**config.mk**
```make
export PLATFORM = sky130hd
export DESIGN_NAME = pipe_controller
export DESIGN_NICKNAME = d
export VERILOG_FILES = /design/src/rtl/pipe_controller.sv
export SDC_FILE = /design/constraint.sdc
export NUM_CORES = 1
export LEC_CHECK = 0
export CAP_MARGIN = 20
export CORE_UTILIZATION = 38
export CTS_CLUSTER_DIAMETER = 150
export DETAILED_ROUTE_END_ITERATION = 8
export PLACE_DENSITY = 0.73
export SLEW_MARGIN = 20
export SYNTH_ARGS = -nofsm -noshare
export SYNTH_HDL_FRONTEND = slang
export SYNTH_SLANG_ARGS = --single-unit
```
**constraint.sdc**
```tcl
create_clock -name clk -period 1.91 [get_ports clk]
set_clock_uncertainty 0.1 [all_clocks]
set_input_delay 0.382 -clock clk [delete_from_list [all_inputs] [get_ports clk]]
set_output_delay 0.382 -clock clk [all_outputs]
set_load 0.05 [all_outputs]
```
**src/rtl/pipe_controller.sv**
```systemverilog
// pipe_controller: pipelined MIPS main/ALU controller.
// Decodes opD/functD combinationally in the Decode stage, then carries the
// resulting control word through E, M and W pipeline registers. stallE holds
// the E register and injects a bubble into M. flushE clears E. Reset is
// synchronous and active-high.
//
// Parameters:
//   ALUCTRL_W  width of alucontrolE (>= 3); the upper bits are always 0
//   EXT_OPS    1: bne/andi/ori decoded; 0: they decode as illegal
// Ports:
//   clk, rst                      clock, synchronous active-high reset
//   opD, functD                   opcode/funct of the instruction in Decode
//   stallE, flushE                hazard-unit controls for the E register
//   branchD, bneD, jumpD,
//   signextD, illegalD            combinational Decode-stage controls
//   regwriteE .. alucontrolE      E-stage controls
//   regwriteM, memtoregM,
//   memwriteM                     M-stage controls
//   regwriteW, memtoregW          W-stage controls
module pipe_controller #(
    parameter int unsigned ALUCTRL_W = 3,
    parameter bit          EXT_OPS   = 1'b1
) (
    input  logic                 clk,
    input  logic                 rst,
    input  logic [5:0]           opD,
    input  logic [5:0]           functD,
    input  logic                 stallE,
    input  logic                 flushE,
    output logic                 branchD,
    output logic                 bneD,
    output logic                 jumpD,
    output logic                 signextD,
    output logic                 illegalD,
    output logic                 regwriteE,
    output logic                 memtoregE,
    output logic                 memwriteE,
    output logic                 alusrcE,
    output logic                 regdstE,
    output logic [ALUCTRL_W-1:0] alucontrolE,
    output logic                 regwriteM,
    output logic                 memtoregM,
    output logic                 memwriteM,
    output logic                 regwriteW,
    output logic                 memtoregW
);

    localparam logic [5:0] OpRtype = 6'b000000;
    localparam logic [5:0] OpLw    = 6'b100011;
    localparam logic [5:0] OpSw    = 6'b101011;
    localparam logic [5:0] OpBeq   = 6'b000100;
    localparam logic [5:0] OpBne   = 6'b000101;
    localparam logic [5:0] OpAddi  = 6'b001000;
    localparam logic [5:0] OpAndi  = 6'b001100;
    localparam logic [5:0] OpOri   = 6'b001101;
    localparam logic [5:0] OpJ     = 6'b000010;

    localparam logic [5:0] FnNop = 6'b000000;
    localparam logic [5:0] FnAdd = 6'b100000;
    localparam logic [5:0] FnSub = 6'b100010;
    localparam logic [5:0] FnAnd = 6'b100100;
    localparam logic [5:0] FnOr  = 6'b100101;
    localparam logic [5:0] FnSlt = 6'b101010;

    localparam logic [2:0] AluAdd = 3'b010;
    localparam logic [2:0] AluSub = 3'b110;
    localparam logic [2:0] AluAnd = 3'b000;
    localparam logic [2:0] AluOr  = 3'b001;
    localparam logic [2:0] AluSlt = 3'b111;

    typedef struct packed {
        logic       regwrite;
        logic       memtoreg;
        logic       memwrite;
        logic       alusrc;
        logic       regdst;
        logic [2:0] alu;
    } ctrl_e_t;

    typedef struct packed {
        logic regwrite;
        logic memtoreg;
        logic memwrite;
    } ctrl_m_t;

    typedef struct packed {
        logic regwrite;
        logic memtoreg;
    } ctrl_w_t;

    ctrl_e_t dec_word;
    ctrl_e_t e_q;
    ctrl_m_t m_q;
    ctrl_w_t w_q;

    // Decode. Every path that flags illegalD leaves the rest of the word at 0,
    // so an illegal instruction enters E as a NOP.
    always_comb begin
        branchD  = 1'b0;
        bneD     = 1'b0;
        jumpD    = 1'b0;
        signextD = 1'b0;
        illegalD = 1'b0;
        dec_word = '0;
        unique case (opD)
            OpRtype: begin
                if (functD != FnNop) begin
                    dec_word.regwrite = 1'b1;
                    dec_word.regdst   = 1'b1;
                    signextD          = 1'b1;
                    case (functD)
                        FnAdd:   dec_word.alu = AluAdd;
                        FnSub:   dec_word.alu = AluSub;
                        FnAnd:   dec_word.alu = AluAnd;
                        FnOr:    dec_word.alu = AluOr;
                        FnSlt:   dec_word.alu = AluSlt;
                        default: begin
                            dec_word = '0;
                            signextD = 1'b0;
                            illegalD = 1'b1;
                        end
                    endcase
                end
            end
            OpLw: begin
                dec_word.regwrite = 1'b1;
                dec_word.alusrc   = 1'b1;
                dec_word.memtoreg = 1'b1;
                dec_word.alu      = AluAdd;
                signextD          = 1'b1;
            end
            OpSw: begin
                dec_word.memwrite = 1'b1;
                dec_word.alusrc   = 1'b1;
                dec_word.alu      = AluAdd;
                signextD          = 1'b1;
            end
            OpBeq: begin
                branchD      = 1'b1;
                signextD     = 1'b1;
                dec_word.alu = AluSub;
            end
            OpBne: begin
                if (EXT_OPS) begin
                    branchD      = 1'b1;
                    bneD         = 1'b1;
                    signextD     = 1'b1;
                    dec_word.alu = AluSub;
                end else begin
                    illegalD = 1'b1;
                end
            end
            OpAddi: begin
                dec_word.regwrite = 1'b1;
                dec_word.alusrc   = 1'b1;
                dec_word.alu      = AluAdd;
                signextD          = 1'b1;
            end
            OpAndi, OpOri: begin
                // Logical immediates are zero-extended.
                if (EXT_OPS) begin
                    dec_word.regwrite = 1'b1;
                    dec_word.alusrc   = 1'b1;
                    dec_word.alu      = (opD == OpOri) ? AluOr : AluAnd;
                end else begin
                    illegalD = 1'b1;
                end
            end
            OpJ: begin
                jumpD = 1'b1;
            end
            default: begin
                illegalD = 1'b1;
            end
        endcase
    end

    // Pipeline registers. M takes the old E word unless E is stalled, in which
    // case a bubble goes down while E keeps its instruction.
    always_ff @(posedge clk) begin
        if (rst) begin
            e_q <= '0;
            m_q <= '0;
            w_q <= '0;
        end else begin
            if (flushE) begin
                e_q <= '0;
            end else if (!stallE) begin
                e_q <= dec_word;
            end
            if (stallE) begin
                m_q <= '0;
            end else begin
                m_q <= '{regwrite: e_q.regwrite, memtoreg: e_q.memtoreg,
                         memwrite: e_q.memwrite};
            end
            w_q <= '{regwrite: m_q.regwrite, memtoreg: m_q.memtoreg};
        end
    end

    assign regwriteE   = e_q.regwrite;
    assign memtoregE   = e_q.memtoreg;
    assign memwriteE   = e_q.memwrite;
    assign alusrcE     = e_q.alusrc;
    assign regdstE     = e_q.regdst;
    assign alucontrolE = ALUCTRL_W'(e_q.alu);
    assign regwriteM   = m_q.regwrite;
    assign memtoregM   = m_q.memtoreg;
    assign memwriteM   = m_q.memwrite;
    assign regwriteW   = w_q.regwrite;
    assign memtoregW   = w_q.memtoreg;

endmodule

```
* After elaboration in Yosys (flattened, before gate mapping)
Cells that the tools add are included.
** Operators by class
- Equality and inequality tests :: 13
- Mux-type cells :: 19
- Reduce and logical (&&, ||, !) cells :: 12
** Operators by type and width (count)
- == test 6 bit, second input constant :: 7
- one-hot mux 3 bit (4 select lines) :: 2
- == test 6 x 4 -> 1 bit, second input constant :: 3
- OR reduction 5 bit :: 3
- == test 6 x 3 -> 1 bit, second input constant :: 2
- one-hot mux 1 bit (2 select lines) :: 6
- two-way mux 1 bit :: 9
- two-way mux 8 bit :: 1
- OR reduction 2 bit :: 4
- OR reduction 8 bit :: 1
- == test 6 x 2 -> 1 bit, second input constant :: 1
- zero test 6 bit :: 1
- nonzero test 6 bit :: 1
- two-way mux 5 bit :: 1
- OR reduction 4 bit :: 1
- OR reduction 3 bit :: 1
** Word-level totals
- Bits in registers :: 13
- Input bits :: 16
- Logic and storage cells :: 55

* Logic depth before layout (Yosys ltp)
- Depth in word-level cells :: 5
- Mapped depth :: 5
- Depth with buffers taken out :: 4

* Worst setup path after synthesis
Ideal clock, no wire load.
- Kind :: input-to-output
- Start :: input opD[3]
- End :: output jumpD
- Data arrival time :: 2306 ps
- Required time :: 1428 ps
- Setup slack :: -878 ps
- Cell stages on the path :: 3
- Buffers on the path :: 1
- Path through :: buf_2 -> nor3_1 -> nor4b_1
** On the way
- Cells in the longest elaborated chain, start to end :: 2
** RTL lines
- start: declaration :: RTL line 26 : input logic [5:0] opD,
- == test 6 x 2 -> 1 bit :: RTL line 105 : unique case (opD)
- two-way mux 1 bit :: RTL line 105
- end: declaration :: RTL line 32 : output logic jumpD,
No other way between the ends.

* Worst setup path in the final report
- Start :: input functD[2]
- End :: output illegalD
** On the way
- Cells in the longest elaborated chain, start to end :: 5
** RTL lines
- start: declaration :: RTL line 27 : input logic [5:0] functD,
- == test 6 bit :: RTL line 111 : case (functD)
- OR reduction 5 bit (no line)
- two-way mux 1 bit :: RTL line 111
- two-way mux 1 bit (*) :: RTL line 107 : if (functD != FnNop) begin
- one-hot mux 1 bit (2 select lines) (*) :: RTL line 105
- end: declaration :: RTL line 34 : output logic illegalD,
Every way passes the cells marked *; elsewhere a longest branch is shown, timed or not.

==> summary.md <==
| Metric | Value |
|---|---|
| Sequential fraction of the synthesis area | `0.384` |
| Max IR drop VDD | `~0.32 mV` |
| Syn Area/Cell | `between 8 and 9 sq um` |
| Number of global-route vias before repair | `921` |
| Dpl hpwl | `1.62 mm` |
| CP Launch Type | `input port` |
| CORE AREA | `between 1500 and 2000 sq um` |
| Num rows | `14` |
| Crit path capture type | `output pin` |
| Crit-path max cell delay | `approximately 370 ps` |
| Die width | `44.2 microns` |
| Area fraction of the dominant cell type after synthesis | `0.384` |
| Largest net degree at the start of global routing | `12` |
| CP cell instances | `buf_6 > mux2_4 > nor3b_4 > and4b_1 > or3_4 > buf_8` |
| Relative slew slack | `0.668` |
| Maximum level of the CTS H-tree | `1` |
| Slowest-stage cell, CP | `or3_4` |
| PortBufs | `33` |
| Share of cells above drive strength 1 | `0.552` |
| RSZ-0062 raised after global routing | `yes` |
| Final hold vios | `0` |
| Vias post-DR | `934` |
| Final wirelength | `2.54 mm` |
| Worst-path clk slew | `~70 ps` |
| Wire per inst | `about 16 microns` |
| Arrival @ worst endpoint | `1720 ps` |
| Synth Register Bits | `13` |
| Final period util | `1.15` |
| Fin crit period | `between 2000 and 2500 ps` |
| DRC viols | `0` |
| Yosys warning count | `0` |
| Multi-input combinational cell area | `roughly 490 sq um` |
| Max Slew Vio Count | `0` |
| Worst-margin pin slew | `496 ps` |
| Chip height | `about 44 microns` |
| Mapped Area | `between 600 and 700 sq um` |
| Crit-path leading delay family | `simple AND/OR/NAND/NOR gates` |
| First-iteration detailed-routing DRC count | `39` |
| Antenna violations before repair | `0` |
| FF/Latch Area | `about 260 sq um` |
| Min setup slack post-route | `-295 ps` |
| Reg2reg start | `alusrcE` |
| Core Util, Final | `0.852` |
| Layout area overhead | `98.3%` |
| Cts bufs inserted | `3` |
| Worst Min Path Start | `memtoregM` |
| GR Util All Layers | `0.275` |
| Antenna Nets Post-Route | `0` |
| Syn Inst Count | `roughly 80` |
| Via density per instance | `~5.8` |
| Worst path required time | `1430 ps` |
| Setup CP Type | `input port to output pin` |
| Gpl congestion | `a little under 0.8` |
| Max Fclk | `454 MHz` |
| Initial Util | `0.429` |
| Final net count | `about 160` |
| Max Cap Violations | `0` |
| Power per Cell Area | `approximately 470 nW/um^2` |
| Clock insertion delay at the later pin of the skew report | `approximately 280 ps` |
| First-pass GRT wire length | `about 3.9 mm` |
| Post-placement setup slack | `-747 ps` |
| Antenna cells | `0` |
| DR pass1 iterations | `6` |
| Total I/O pin count | `34` |
| Leak Pwr | `0.623 nW` |
| Worst min path class | `flip-flop to flip-flop` |
| GRT overflow | `0` |
| Critical Path Start | `functD[2]` |
| Buf/Inv on CP | `2` |
| FILL cells | `89` |
| # setup viols final | `2` |
| Syn nets | `95` |
| Synth area leader | `dfxtp_1` |
| Root buf cell | `clkbuf_4` |
| Max Buffers Root-to-Sink | `2` |
| Status | `finished, violations left` |
| Library cells used by synthesis | `33` |
| Die ar. | `~2000 sq um` |
| CP Max Fanout | `2` |
| Clock tree sinks | `13` |
| Synth area leaders | `dfxtp_1, nor2_1, a31oi_1, and2_1, nand2b_1` |
| Failing checks | `negative setup slack` |
| CTS tree | `built` |
==> flip-flops by register name, indices dropped and copies added, names as in the netlist <==
register / cells
alucontrolE: 3
alusrcE: 1
memtoregE: 1
memtoregM: 1
memtoregW: 1
memwriteE: 1
memwriteM: 1
regdstE: 1
regwriteE: 1
regwriteM: 1
regwriteW: 1
==> layout by cell type, fill, tap and decap left out, types with 3 or more instances in the layout <==
cell | Yosys | layout
buf_12 | 0 | 4
clkbuf_2 | 0 | 3
nor2_1 | 7 | 6
o21ai_0 | 4 | 4
clkbuf_4 | 0 | 3
a21oi_1 | 4 | 4
a31oi_1 | 4 | 4
dfxtp_1 | 13 | 13
nand3_1 | 3 | 3
and2_1 | 4 | 3
clkdlybuf4s50_1 | 0 | 4
buf_4 | 0 | 43
buf_2 | 1 | 5
==> kinds of logic (layout without fill, tap and decap cells) <==
family	Yosys count	after routing	synth area share
DFF	13	13	0.384
muxes	1	1	0.0222
buffers and inverters	4	70	0.0240
AOI/OAI and AO/OA	20	20	0.190
and+or+nand+nor	41	41	0.379
==> worst register-to-register path, delay by kind of cell, from the launching register on <==
kind,cells,cell delay (ps)
AO/OA/AOI/OAI,2,290
flip-flops,1,320
==> final timing paths <==
path,to,slack [ps],cells after the start
min,memtoregW,370,1
min reg2reg,memtoregW,370,1
max reg2reg,alusrcE,1080,2
max,illegalD,-290,6
==> per-layer routing <==
layer	part of all wire	vias to the layer above	track usage
met3	0.054	7	0.0653
met2	0.53	47	0.524
met4	0.026	0	0.158
met1	0.39	447	0.263
met5	0	-	0
li1	-	433	-
==> cell type report <==
type / instances / share of cell area
timing repair buffer: 64 / 0.404
inverter: 2 / 0.00559
sequential: 13 / 0.194
tap: 16 / 0.0149
clock buffer: 4 / 0.0196
multi-input combinational: 62 / 0.363
==> through the flow <==
stage / instances / setup TNS [ps] / hold WS [ps] / total power, mW / instance area, sq um
5_1_grt: 161 / -525 / 377 / 0.652 / 1340
4_1_cts: 158 / -378 / 369 / 0.621 / 1320
6_report: 161 / -446 / 368 / 0.632 / 1340
3_5_place_dp: 148 / -3080 / 360 / 0.448 / 1220
3_3_place_gp: 148 / -2690 / 350 / 0.444 / 1220
2_1_floorplan: 79 / -47.0 / 354 / 0.351 / 711
==> report_power, final <==
| part | leakage, nW | switching, mW | internal (mW) |
|---|---|---|---|
| Combinational | 0.503 | 0.0948 | 0.0918 |
| Clock | 0.0150 | 0.0878 | 0.0811 |
| Sequential | 0.105 | 0.00213 | 0.275 |
==> Yosys cell counts <==
master and number:
a21oi_1 4, a31oi_1 4, a32oi_1 1, a41oi_1 1
and2_1 4, and2b_1 1, and3_1 3, and4b_1 1
buf_2 1, clkbuf_1 1, dfxtp_1 13, inv_1 2
mux2_4 1, nand2_1 2, nand2b_1 4, nand3_1 3
nand4_1 2, nor2_1 7, nor2b_1 3, nor3_1 1
nor3_2 2, nor3b_2 1, nor4_1 2, nor4b_1 2
nor4bb_1 1, o211a_1 1, o21ai_0 4, o21ai_1 2
o22a_1 1, o311a_1 1, o31ai_1 1, or2_2 1
or3_1 1
==> repair_timing <==
action,CTS,global route
hold endpoints to repair,0,0
buffers inserted,6,3
pin swaps,8,4
hold buffers,0,0
setup endpoints to repair,7,5
gates resized for setup,50,11
No activity file was read; power rests on OpenSTA's default activity.
